### config.mk
export PLATFORM = sky130hd
export DESIGN_NAME = pc_predict_unit_flat
export DESIGN_NICKNAME = d
export VERILOG_FILES = /design/src/rtl/pc_predict_unit_pkg.sv /design/src/rtl/pc_predict_unit_if.sv /design/src/rtl/pc_predict_unit_bht_counter_array.sv /design/src/rtl/pc_predict_unit.sv /design/src/flat_wrapper.sv
export SDC_FILE = /design/constraint.sdc
export NUM_CORES = 1
export LEC_CHECK = 0
export ABC_AREA = 1
export CAP_MARGIN = 5
export CELL_PAD_IN_SITES_DETAIL_PLACEMENT = 0
export CELL_PAD_IN_SITES_GLOBAL_PLACEMENT = 2
export CORE_MARGIN = 2
export CORE_UTILIZATION = 27
export DETAILED_ROUTE_END_ITERATION = 10
export PLACE_DENSITY_LB_ADDON = 0.1
export SETUP_SLACK_MARGIN = 0.5
export SLEW_MARGIN = 20
export SYNTH_ARGS = -nofsm -noshare
export SYNTH_HDL_FRONTEND = slang
export SYNTH_HIERARCHICAL = 1
export SYNTH_SLANG_ARGS = --single-unit
export TNS_END_PERCENT = 5
### constraint.sdc
create_clock -name clk -period 4.2 [get_ports clk]
set_input_delay 0.63 -clock clk [delete_from_list [all_inputs] [get_ports clk]]
set_output_delay 0.63 -clock clk [all_outputs]
set_load 0.02 [all_outputs]
### src/rtl/pc_predict_unit_pkg.sv
// Shared next-PC definitions: counter encodings, PC source select, reset vector.
// Pure declarations, no latency. No backpressure.
// Also provides the 2-bit saturating counter update.
package pc_predict_unit_pkg;

    localparam logic [1:0] CNT_SNT = 2'b00;
    localparam logic [1:0] CNT_WNT = 2'b01;
    localparam logic [1:0] CNT_WT  = 2'b10;
    localparam logic [1:0] CNT_ST  = 2'b11;

    typedef enum logic [1:0] {
        PCSEL_SEQ      = 2'd0,
        PCSEL_PRED     = 2'd1,
        PCSEL_REDIRECT = 2'd2,
        PCSEL_HOLD     = 2'd3
    } pcsel_e;

    localparam logic [31:0] DEFAULT_RESET_VECTOR = 32'h4000_0000;

    function automatic logic [1:0] cnt_next(input logic [1:0] cnt, input logic taken);
        logic [1:0] res;
        res = cnt;
        if (taken && cnt != CNT_ST)
            res = cnt + 2'd1;
        else if (!taken && cnt != CNT_SNT)
            res = cnt - 2'd1;
        return res;
    endfunction

endpackage

### src/rtl/pc_predict_unit_if.sv
// Fetch/resolve bundle between the pipeline (master) and the next-PC unit (slave).
// Wires only, no latency. No backpressure; stall_i is the only hold.
// Signal names match the unit's port list.
interface pc_predict_unit_if #(
    parameter int XLEN = 32
);
    logic            stall_i;
    logic            if_is_branch_i;
    logic [XLEN-1:0] if_branch_target_i;
    logic            ex_branch_valid_i;
    logic [XLEN-1:0] ex_pc_i;
    logic            ex_taken_i;
    logic [XLEN-1:0] ex_target_i;
    logic            ex_pred_taken_i;
    logic            ex_jump_i;
    logic [XLEN-1:0] ex_jump_target_i;
    logic [XLEN-1:0] pc_o;
    logic            pred_taken_o;
    logic            flush_o;

    modport master (
        output stall_i, if_is_branch_i, if_branch_target_i,
               ex_branch_valid_i, ex_pc_i, ex_taken_i, ex_target_i,
               ex_pred_taken_i, ex_jump_i, ex_jump_target_i,
        input  pc_o, pred_taken_o, flush_o
    );

    modport slave (
        input  stall_i, if_is_branch_i, if_branch_target_i,
               ex_branch_valid_i, ex_pc_i, ex_taken_i, ex_target_i,
               ex_pred_taken_i, ex_jump_i, ex_jump_target_i,
        output pc_o, pred_taken_o, flush_o
    );
endinterface

### src/rtl/pc_predict_unit_bht_counter_array.sv
// Direct-mapped table of 2-bit saturating branch counters.
// Read is combinational; update lands on the next clk edge (reads see the old value).
// No backpressure: every upd_vld cycle is applied.
module bht_counter_array
    import pc_predict_unit_pkg::*;
#(
    parameter int         ENTRIES = 16,
    parameter logic [1:0] INIT    = CNT_WNT,
    localparam int        IDX     = $clog2(ENTRIES)
) (
    input  logic           clk,
    input  logic           rst_n,
    input  logic [IDX-1:0] rd_idx,
    output logic [1:0]     rd_cnt,
    input  logic           upd_vld,
    input  logic [IDX-1:0] upd_idx,
    input  logic           upd_taken
);
    logic [1:0] cnt_q [ENTRIES];

    always_ff @(posedge clk or negedge rst_n) begin
        if (!rst_n) begin
            for (int i = 0; i < ENTRIES; i++)
                cnt_q[i] <= INIT;
        end else if (upd_vld) begin
            cnt_q[upd_idx] <= cnt_next(cnt_q[upd_idx], upd_taken);
        end
    end

    assign rd_cnt = cnt_q[rd_idx];

endmodule

### src/rtl/pc_predict_unit.sv
// Next-PC generator with 2-bit BHT prediction and EX-side redirect/flush.
// Prediction 0 cycles; mispredict penalty 2 cycles; flush_o same cycle as the PC load.
// No backpressure; stall_i holds the PC unless a redirect arrives. Optional PC_PREDICT_STATS_EN adds counters.
module pc_predict_unit
    import pc_predict_unit_pkg::*;
#(
    parameter int              XLEN         = 32,
    parameter int              BHT_ENTRIES  = 16,
    parameter logic [XLEN-1:0] RESET_VECTOR = DEFAULT_RESET_VECTOR,
    parameter logic [1:0]      CNT_INIT     = CNT_WNT
) (
    input  logic        clk,
    input  logic        rst_n,
    pc_predict_unit_if.slave bus
`ifdef PC_PREDICT_STATS_EN
    ,
    output logic [31:0] stat_branches_o,
    output logic [31:0] stat_mispredicts_o
`endif
);
    localparam int IDX = $clog2(BHT_ENTRIES);

    logic [XLEN-1:0] pc_q, pc_d, redirect_pc;
    logic [IDX-1:0]  rd_idx, upd_idx;
    logic [1:0]      rd_cnt;
    logic            pred_taken, mispredict, redirect;
    pcsel_e          pc_sel;

    assign rd_idx  = pc_q[IDX+1:2];
    assign upd_idx = bus.ex_pc_i[IDX+1:2];

    bht_counter_array #(
        .ENTRIES (BHT_ENTRIES),
        .INIT    (CNT_INIT)
    ) u_bht (
        .clk       (clk),
        .rst_n     (rst_n),
        .rd_idx    (rd_idx),
        .rd_cnt    (rd_cnt),
        .upd_vld   (bus.ex_branch_valid_i),
        .upd_idx   (upd_idx),
        .upd_taken (bus.ex_taken_i)
    );

    assign pred_taken = bus.if_is_branch_i & rd_cnt[1];
    assign mispredict = bus.ex_branch_valid_i & (bus.ex_taken_i != bus.ex_pred_taken_i);
    assign redirect   = mispredict | bus.ex_jump_i;

    always_comb begin
        pc_sel      = PCSEL_SEQ;
        redirect_pc = bus.ex_jump_target_i;
        if (mispredict)
            redirect_pc = bus.ex_taken_i ? bus.ex_target_i : bus.ex_pc_i + XLEN'(4);
        // Redirect outranks stall: the stalled instruction is younger and gets flushed.
        if (redirect)
            pc_sel = PCSEL_REDIRECT;
        else if (bus.stall_i)
            pc_sel = PCSEL_HOLD;
        else if (pred_taken)
            pc_sel = PCSEL_PRED;
        case (pc_sel)
            PCSEL_REDIRECT: pc_d = redirect_pc;
            PCSEL_HOLD:     pc_d = pc_q;
            PCSEL_PRED:     pc_d = bus.if_branch_target_i;
            default:        pc_d = pc_q + XLEN'(4);
        endcase
    end

    always_ff @(posedge clk or negedge rst_n) begin
        if (!rst_n)
            pc_q <= RESET_VECTOR;
        else
            pc_q <= pc_d;
    end

    assign bus.pc_o         = pc_q;
    assign bus.pred_taken_o = pred_taken;
    // Reset discards a pending redirect, including its flush.
    assign bus.flush_o      = redirect & rst_n;

`ifdef PC_PREDICT_STATS_EN
    logic [31:0] stat_br_q, stat_mp_q;

    always_ff @(posedge clk or negedge rst_n) begin
        if (!rst_n) begin
            stat_br_q <= '0;
            stat_mp_q <= '0;
        end else begin
            if (bus.ex_branch_valid_i && stat_br_q != 32'hFFFF_FFFF)
                stat_br_q <= stat_br_q + 32'd1;
            if (mispredict && stat_mp_q != 32'hFFFF_FFFF)
                stat_mp_q <= stat_mp_q + 32'd1;
        end
    end

    assign stat_branches_o    = stat_br_q;
    assign stat_mispredicts_o = stat_mp_q;
`endif

    illegal_branch_and_jump: assert property (@(posedge clk) disable iff (!rst_n)
        !(bus.ex_branch_valid_i && bus.ex_jump_i));

endmodule

### src/flat_wrapper.sv
// flat-port wrapper written by rule: the top's interface ports become plain ports
module pc_predict_unit_flat import pc_predict_unit_pkg::*;
#(
    parameter int              XLEN         = 32,
    parameter int              BHT_ENTRIES  = 16,
    parameter logic [XLEN-1:0] RESET_VECTOR = DEFAULT_RESET_VECTOR,
    parameter logic [1:0]      CNT_INIT     = CNT_WNT
)
  (clk, rst_n, bus_stall_i, bus_if_is_branch_i, bus_if_branch_target_i, bus_ex_branch_valid_i, bus_ex_pc_i, bus_ex_taken_i, bus_ex_target_i, bus_ex_pred_taken_i, bus_ex_jump_i, bus_ex_jump_target_i, bus_pc_o, bus_pred_taken_o, bus_flush_o);
  pc_predict_unit_if #(.XLEN(XLEN)) bus_i ();
  input  logic clk;
  input  logic rst_n;
  input wire logic [$bits(bus_i.stall_i)-1:0] bus_stall_i;
  input wire logic [$bits(bus_i.if_is_branch_i)-1:0] bus_if_is_branch_i;
  input wire logic [$bits(bus_i.if_branch_target_i)-1:0] bus_if_branch_target_i;
  input wire logic [$bits(bus_i.ex_branch_valid_i)-1:0] bus_ex_branch_valid_i;
  input wire logic [$bits(bus_i.ex_pc_i)-1:0] bus_ex_pc_i;
  input wire logic [$bits(bus_i.ex_taken_i)-1:0] bus_ex_taken_i;
  input wire logic [$bits(bus_i.ex_target_i)-1:0] bus_ex_target_i;
  input wire logic [$bits(bus_i.ex_pred_taken_i)-1:0] bus_ex_pred_taken_i;
  input wire logic [$bits(bus_i.ex_jump_i)-1:0] bus_ex_jump_i;
  input wire logic [$bits(bus_i.ex_jump_target_i)-1:0] bus_ex_jump_target_i;
  output wire logic [$bits(bus_i.pc_o)-1:0] bus_pc_o;
  output wire logic [$bits(bus_i.pred_taken_o)-1:0] bus_pred_taken_o;
  output wire logic [$bits(bus_i.flush_o)-1:0] bus_flush_o;
  assign bus_i.stall_i = bus_stall_i;
  assign bus_i.if_is_branch_i = bus_if_is_branch_i;
  assign bus_i.if_branch_target_i = bus_if_branch_target_i;
  assign bus_i.ex_branch_valid_i = bus_ex_branch_valid_i;
  assign bus_i.ex_pc_i = bus_ex_pc_i;
  assign bus_i.ex_taken_i = bus_ex_taken_i;
  assign bus_i.ex_target_i = bus_ex_target_i;
  assign bus_i.ex_pred_taken_i = bus_ex_pred_taken_i;
  assign bus_i.ex_jump_i = bus_ex_jump_i;
  assign bus_i.ex_jump_target_i = bus_ex_jump_target_i;
  assign bus_pc_o = bus_i.pc_o;
  assign bus_pred_taken_o = bus_i.pred_taken_o;
  assign bus_flush_o = bus_i.flush_o;
  pc_predict_unit #(.XLEN(XLEN), .BHT_ENTRIES(BHT_ENTRIES), .RESET_VECTOR(RESET_VECTOR), .CNT_INIT(CNT_INIT)) u_core (.clk(clk), .rst_n(rst_n), .bus(bus_i));
endmodule
-- Word level (Yosys, flattened, before mapping)
Index checks and enable logic that the tools add are counted.
- logic and storage cells: 58
- input port bits: 136
- bits in registers: 64
- output and inout port bits: 34
- bitwise gates (word level): 6
- $add $sub $neg: 4
- muxes and demuxes: 18
- reductions and logical operators: 5
- magnitude comparators: 3
- equality and inequality tests: 5
- operators with widths (kind ; number):
    $pmux W32 S3 ; 1
    $add A32 B3 Y32 const B ; 2
    $mux W32 ; 2
    $bwmux W32 ; 1
    $mux W2 ; 10
    $bmux W2 S4 ; 2
    $ge A5 B5 Y1 const B ; 2
    $not A4 Y5 ; 2
    $demux W2 S4 ; 1
    $lt A5 B1 Y1 const B ; 1
    $eq A2 B2 Y1 const B ; 2
    $and A1 B1 Y1 ; 3
    $logic_and A1 B1 Y1 ; 3
    $add A2 B1 Y2 const B ; 1
    $eq A2 B1 Y1 const B ; 1
    $ne A2 B2 Y1 const B ; 1
    $reduce_bool A2 Y1 ; 1
    $sub A2 B1 Y2 const B ; 1
    $logic_not A1 Y1 ; 1
    $mux W1 ; 1
    $ne A1 B1 Y1 ; 1
    $or A1 B1 Y1 ; 1

-- Longest topological paths before layout
Gate-level depths: netlist of the first run.
- depth after elaboration: 10
- mapped depth: 20
- gate-level depth less buffers: 18

-- By module
Netlist of the first run, hierarchy kept.
- by module, submodules not included (module ; cells an instance ; instances ; seq. area each (µm²) ; area each (µm²)):
    pc_predict_unit ; 731 ; 1 ; 802.0 ; 4176.5
    bht_counter_array ; 348 ; 1 ; 820.8 ; 2292.2

-- Worst setup path after synthesis of the first run
Ideal clock, no wire load.
- kind: register to register
- start: register u_core.pc_q[2] (netlist: u_core/bus.pc_o[2])
- end: register u_core.pc_q[12] (netlist: u_core/bus.pc_o[12])
- clock period less this slack: 2.763 ns
- arrival time: 2.646 ns
- data required time: 4.084 ns
- setup slack: 1.437 ns
- library setup time: 0.116 ns
- stages on the path, launching flop included: 17
- buffers on the path: 3
- path through: dfrtp_1 > buf_2 > clkbuf_1 > o21ai_0 > o211ai_1 > o211ai_1 > nand2_1 > nand2_1 > a21oi_1 > ha_1 > inv_1 > clkbuf_1 > o21ai_0 > nand2_1 > inv_1 > nand2_1 > nand2_1
- cells in the longest elaborated chain, start to end: 10
- elaborated cells on any way between the ends: 13
- classes of those cells: add/sub (1); eq/ne (3); mux (7); bitwise (2)
- ends and longest elaborated chain (item ; line ; RTL):
    start: declaration ; pc_predict_unit.sv:23 ; logic [XLEN-1:0] pc_q, pc_d, redirect_pc;
    start signal: assignment ; pc_predict_unit.sv:73 ; pc_q <= pc_d;
    $not A4 Y5 (not written as such) (*) ; pc_predict_unit_bht_counter_array.sv:30 ; assign rd_cnt = cnt_q[rd_idx];
    $bmux W2 S4 (*) ; pc_predict_unit_bht_counter_array.sv:30 ;
    $mux W2 (not written as such) (*) (2 in series) ; pc_predict_unit_bht_counter_array.sv:30 ;
    via u_core.rd_cnt[1] ; pc_predict_unit.sv:25 ; logic [1:0] rd_cnt;
    $and A1 B1 Y1 (*) ; pc_predict_unit.sv:45 ; assign pred_taken = bus.if_is_branch_i & rd_cnt[1];
    $mux W1 (*) ; pc_predict_unit.sv:59 ; else if (pred_taken)
    $mux W2 (*) ; pc_predict_unit.sv:57 ; else if (bus.stall_i)
    $mux W2 (*) ; pc_predict_unit.sv:55 ; if (redirect)
    $eq A2 B1 Y1 or $eq A2 B2 Y1 (tied branches) ; pc_predict_unit.sv:61 ; case (pc_sel)
    $pmux W32 S3 ; pc_predict_unit.sv:61 ;
The timed path passes the listed nets; every way through them passes the cells marked *. The select of a mux whose other input is x is not followed.
A chain may end at the register's enable or synchronous reset.

-- Final worst setup path of the first run
- start: register u_core.pc_q[2] (netlist: u_core/bus.pc_o[2])
- end: register u_core.pc_q[20] (netlist: u_core/bus.pc_o[20])
Same word-level chain as after synthesis.

==> results.cfg, run 1 <==
[worst_setup_path]
worstReg2RegStart = u_core/bus.pc_o[2]
crit_arrival_ps = 3420
crit_buf_inv = 3
cp-end-kind = flip-flop
timing.rr.end = u_core/bus.pc_o[20]
setup.worst_path.class = reg -> reg
path_cells = mux2i_1 > o21ai_0 > o211ai_1 > nand2_1 > nand2_1 > a21oi_1 > ha_1 > inv_1 > buf_12 > o21ai_1 > nand2_1 > clkinv_1 > nand2_1 > nand2_1
critical_path.top_delay_family = buffers and inverters
required_ps = 4440
cp_slowest_cell = dfrtp_1
rr_worst_depth = 14
setup.worst_path.start_class = flip-flop
cpPeakStageDelay_ps = 730
cp_max_fo = 18
crit_top_cell = nand2_1
reg2reg_slack_ps = 1020

[hold_path]
min_path_cells = 2
worstHoldStart = u_core/u_bht/cnt_q[4]
hold_path_class = reg -> reg
holdPathEnd = u_core/u_bht/cnt_q[4]

[cts]
cts_num_sinks = 64
cts_setup_buffers = 0
htreeDepth = 3
cts_tree = built
clock_latency_ps = 350
root_buffer = clkbuf_16
numCtsBuffers = 9
clkTransAtPathRegs_ps = 70
cts_buffer_depth = 2

[die]
rows = 56
dieArea_um2 = 24700
pin_count = 170
start_util_pct = 27.3
fp.coreArea_um2 = 23300
die-height_um = 157
die_x_um = 157

[timing]
worst-slew-pin-transition_ps = 939
rsz0062_at_grt = false
min_period_ps = 3180
finalSetupTns_ps = 0
fmax_ghz = 0.315
skew_ps = 10.2
finalSetupViolCount = 0
finalCritPeriodShare_pct = 75.7
relSlewSlack_pct = 37.4
worst_slack_ps = 1020
finalMaxSlewViolations = 0
final-hold-violation-count = 0

[yosys]
synth_cells = 1053
syn_avg_cell_area_um2 = 6.02
synth_area_um2 = 6340
synth_warnings = 6
synth_fp_nets = 1196

[global_routing]
grtUsageMet2_pct = 39.5
grt_max_degree = 65
grt_util_met3_pct = 5.78
grt_pass1_vias = 7114
antenna_found_initial = 5
grt_busiest_layer = met2
track_usage_pct = 22.7
met1_usage_pct = 28.1
gr-total-overflow = 0
grt_pass1_wl_um = 42400

[final_layout]
final_cell_mix = nand2_1, clkdlybuf4s50_1, nor2_1
layout_commonest_cell = nand2_1
nFillCells = 2630
seq_area_um2 = 1620
area_delta_synth_final_pct = 36.5
fin_nets = 1350
drive_above_1_share_pct = 10.7
multi_input_area_um2 = 4050

[power]
peakVddDrop_uv = 170
power_density_nw_per_um2 = 411
power.leakage_uw = 0.00389

[outcome]
outcome = completed

[detailed_routing]
drt_wl_total_um = 27400
antenna_left = 0
post_drt_wl_per_cell_um = 17.9
routed_via_density = 4.63
dr.first_iter.drc_count = 272
vias = 7095
dr.pass1.iters = 5
drc = 0

[placed_design]
place_ws_ps = 596
gp_congestion = 0.837
place_hpwl_um = 21700
portBuffers = 169

[flow_run]
max_cap_violations = 0
[tightest hold or removal path, cell delays in order (launching register included)]
cell,delay (ps)
dfstp_2,370
nand2_1,50
nand2_1,50
[worst max path at each step]
| stage | startpoint | to | slack [ps] | depth (start not counted) |
|---|---|---|---|---|
| floorplan | u_core/bus.pc_o[2] | u_core/bus.pc_o[12] | 1550 | 17 |
| global placement | bus_ex_branch_valid_i | u_core/bus.pc_o[29] | 730 | 18 |
| detailed placement | bus_ex_branch_valid_i | u_core/bus.pc_o[6] | 600 | 14 |
| CTS | u_core/bus.pc_o[2] | u_core/bus.pc_o[6] | 850 | 13 |
| global route | u_core/bus.pc_o[2] | u_core/bus.pc_o[20] | 680 | 14 |
| finish | u_core/bus.pc_o[2] | u_core/bus.pc_o[20] | 1020 | 14 |
[power by group]
group | leakage (uW) | internal [uW] | switching, uW
combinational | 0.00298 | 657 | 901
sequential | 0.000757 | 853 | 287
clock | 0.000153 | 527 | 332
total | 0.00389 | 2040 | 1520
[registers in the layout, summed over array words and instances (netlist names)]
register,count
u_core/bus.pc_o,32
u_core/u_bht/cnt_q,32
[cell type report]
class	count	share of cell area, %
Multi-Input combinational cell	832	46.8
Clock buffer	9	2.60
Antenna cell	2	0.0578
Sequential cell	64	18.7
Inverter	114	4.98
Clock inverter	7	1.17
Tap cell	319	4.61
Timing Repair Buffer	186	21.0
[through the flow]
stage               hold WS, ps  util (%)  cells  power [uW]  instance area (um^2)
floorplan                   334         -   1053        2010                  6340
global placement            455      35.8   1515        2720                  8330
detailed placement          459      35.8   1515        2720                  8330
CTS                         470      37.2   1531        3600                  8650
global route                482      37.2   1532        3830                  8660
finish                      471      37.2   1533        3560                  8660
[layer usage]
metal  part of all wire [%]  vias up
met5                   0.16        -
met4                    1.7        6
met3                    6.1       23
met2                     49      158
met1                     43     3259
li1                       -     3649
[timing repair]
item | 4_1_cts | 5_1_grt
resized for setup | 0 | 1
hold buffers | 0 | 0
endpoints found under the setup margin | 0 | 1
Note: power is estimated with default switching activity, not from simulation.
==> run 2: changes to the inputs <==
--- a/config.mk
+++ b/config.mk
@@ -10,7 +10,7 @@
 export CELL_PAD_IN_SITES_DETAIL_PLACEMENT = 0
 export CELL_PAD_IN_SITES_GLOBAL_PLACEMENT = 2
 export CORE_MARGIN = 2
-export CORE_UTILIZATION = 27
+export CORE_UTILIZATION = 25
 export DETAILED_ROUTE_END_ITERATION = 10
 export PLACE_DENSITY_LB_ADDON = 0.1
 export SETUP_SLACK_MARGIN = 0.5
==> constraint.sdc (replaced) <==
create_clock -name clk -period 3.1 [get_ports clk]
set_input_delay 0.465 -clock clk [delete_from_list [all_inputs] [get_ports clk]]
set_output_delay 0.465 -clock clk [all_outputs]
set_load 0.02 [all_outputs]
==> results.cfg, run 2 (synthesis gave the netlist of run 1 again) <==
[placed_design]
post_dp_cell_area_um2 = 8450
gp_congestion = 0.809
place_hpwl_um = 22000
portBuffers = 169
place_ws_ps = 106

[power]
finalPower_uw = 5060
power_density_nw_per_um2 = 558
peakVddDrop_uv = 289
power.leakage_uw = 0.00410

[die]
pin_count = 170
die_x_um = 163
rows = 58
fp.coreArea_um2 = 25000
start_util_pct = 25.3
dieArea_um2 = 26700
die-height_um = 163

[detailed_routing]
drt_wl_total_um = 28700
post_drt_wl_per_cell_um = 18.4
dr.pass1.iters = 5
antenna_left = 0
drc = 0
routed_via_density = 4.59
vias = 7179
dr.first_iter.drc_count = 436

[timing]
fmax_ghz = 0.391
skew_ps = 12.4
rsz0062_at_grt = true
worst-slew-pin-transition_ps = 648
min_period_ps = 2560
relSlewSlack_pct = 56.4
finalMaxSlewViolations = 0
finalSetupTns_ps = 0
worst_slack_ps = 545
finalCritPeriodShare_pct = 82.4
finalSetupViolCount = 0
final-hold-violation-count = 0

[worst_setup_path]
worstReg2RegStart = u_core/bus.pc_o[2]
crit_arrival_ps = 2790
required_ps = 3330
setup.worst_path.start_class = flip-flop
cp-end-kind = flip-flop
timing.rr.end = u_core/bus.pc_o[2]
cp_max_fo = 18
rr_worst_depth = 14
setup.worst_path.class = reg -> reg
reg2reg_slack_ps = 540

[hold_path]
hold_path_class = in -> async

[global_routing]
antenna_found_initial = 3
grt_pass1_wl_um = 42200
track_usage_pct = 21.1
grt_max_degree = 41
gr-total-overflow = 0
grt_pass1_vias = 7007

[cts]
clkTransAtPathRegs_ps = 60
cts_hold_buf = 0
cts_num_sinks = 64
htreeDepth = 3
cts_buffer_depth = 2
numCtsBuffers = 9
clock_latency_ps = 350
root_buffer = clkbuf_16
cts_tree = built

[final_layout]
area_delta_synth_final_pct = 43.0
layout_commonest_cell = nand2_1
nFillCells = 2809
drive_above_1_share_pct = 13.3
post-route-cell-area_um2 = 9070
fin_nets = 1371
postLayoutCoreUtil_pct = 36.2
final_cell_mix = nand2_1, clkdlybuf4s50_1, nor2_1

[flow_run]
max_cap_violations = 0

[outcome]
outcome = completed
-- run 2: cell count changes in the layout (fill, tap and decap cells not counted), moves of 3 or more --
cell	previous run	this run
buf_12	1	6
buf_4	16	25
clkbuf_16	9	13
clkdlybuf4s50_1	167	163
clkinvlp_4	3	0
dlymetal6s2s_1	0	3
ha_1	7	4
o21ai_0	42	38
o21ai_1	24	28
-- run 2: through the flow --
stage	instances	hold WS, ps
detailed placement	1536	458
global route	1563	247
CTS	1552	243
floorplan	1053	169
global placement	1536	457
finish	1565	200
-- run 2: worst max path at each step --
stage / start / endpoint / slack [ps] / cells past startpoint
4_1_cts: u_core/bus.pc_o[2] / u_core/bus.pc_o[25] / 440 / 17
6_report: u_core/bus.pc_o[2] / u_core/bus.pc_o[2] / 540 / 14
3_3_place_gp: bus_ex_pc_i[4] / u_core/u_bht/cnt_q[25] / 110 / 13
3_5_place_dp: bus_ex_pred_taken_i / u_core/bus.pc_o[25] / 110 / 16
2_1_floorplan: u_core/bus.pc_o[2] / u_core/bus.pc_o[20] / 450 / 17
5_1_grt: u_core/bus.pc_o[2] / u_core/bus.pc_o[2] / 410 / 14
-- run 2: what timing repair did --
item,4_1_cts,5_1_grt
cloned,0,5
setup endpoints to repair,34,66
hold endpoints to repair,0,0
gates resized for setup,3,29
pin swaps,0,7
setup buffers,0,6
-- run 2: layout make-up --
class | count | area [um^2] | area share (%)
well taps | 330 | 413 | 4.55
repair buffers | 206 | 2120 | 23.4
clock inverters | 5 | 86.3 | 0.951
inverters | 114 | 435 | 4.80
flip-flops and latches | 64 | 1630 | 17.9
clock buffers | 11 | 253 | 2.79
diodes | 2 | 5.00 | 0.0552
multi-input cells | 833 | 4130 | 45.6
-- run 2: critical path, cell delays in order (launching register included) --
cell	delay [ps]
dfrtp_2	420
buf_12	150
mux2i_2	180
o21ai_0	100
o211ai_1	250
nand2_1	100
nand2_2	110
a21oi_4	80
ha_4	290
inv_6	50
buf_12	120
clkbuf_16	180
a21oi_1	120
o21ai_0	90
a22o_1	190
-- run 2: power breakdown --
group	switching, uW	internal (uW)
combinational	1320	1000
sequential	380	1160
clock	448	757
-- run 2: routing by layer --
layer  wire (um)  share of wire [%]  vias up  global-route usage, %
met5          13              0.045        -                      0
met4         318                1.1        2                   3.42
met3        1600                5.6       13                   5.41
met2       13300                 46      174                   35.1
met1       13500                 47     3296                   27.9
li1            -                  -     3694                      -
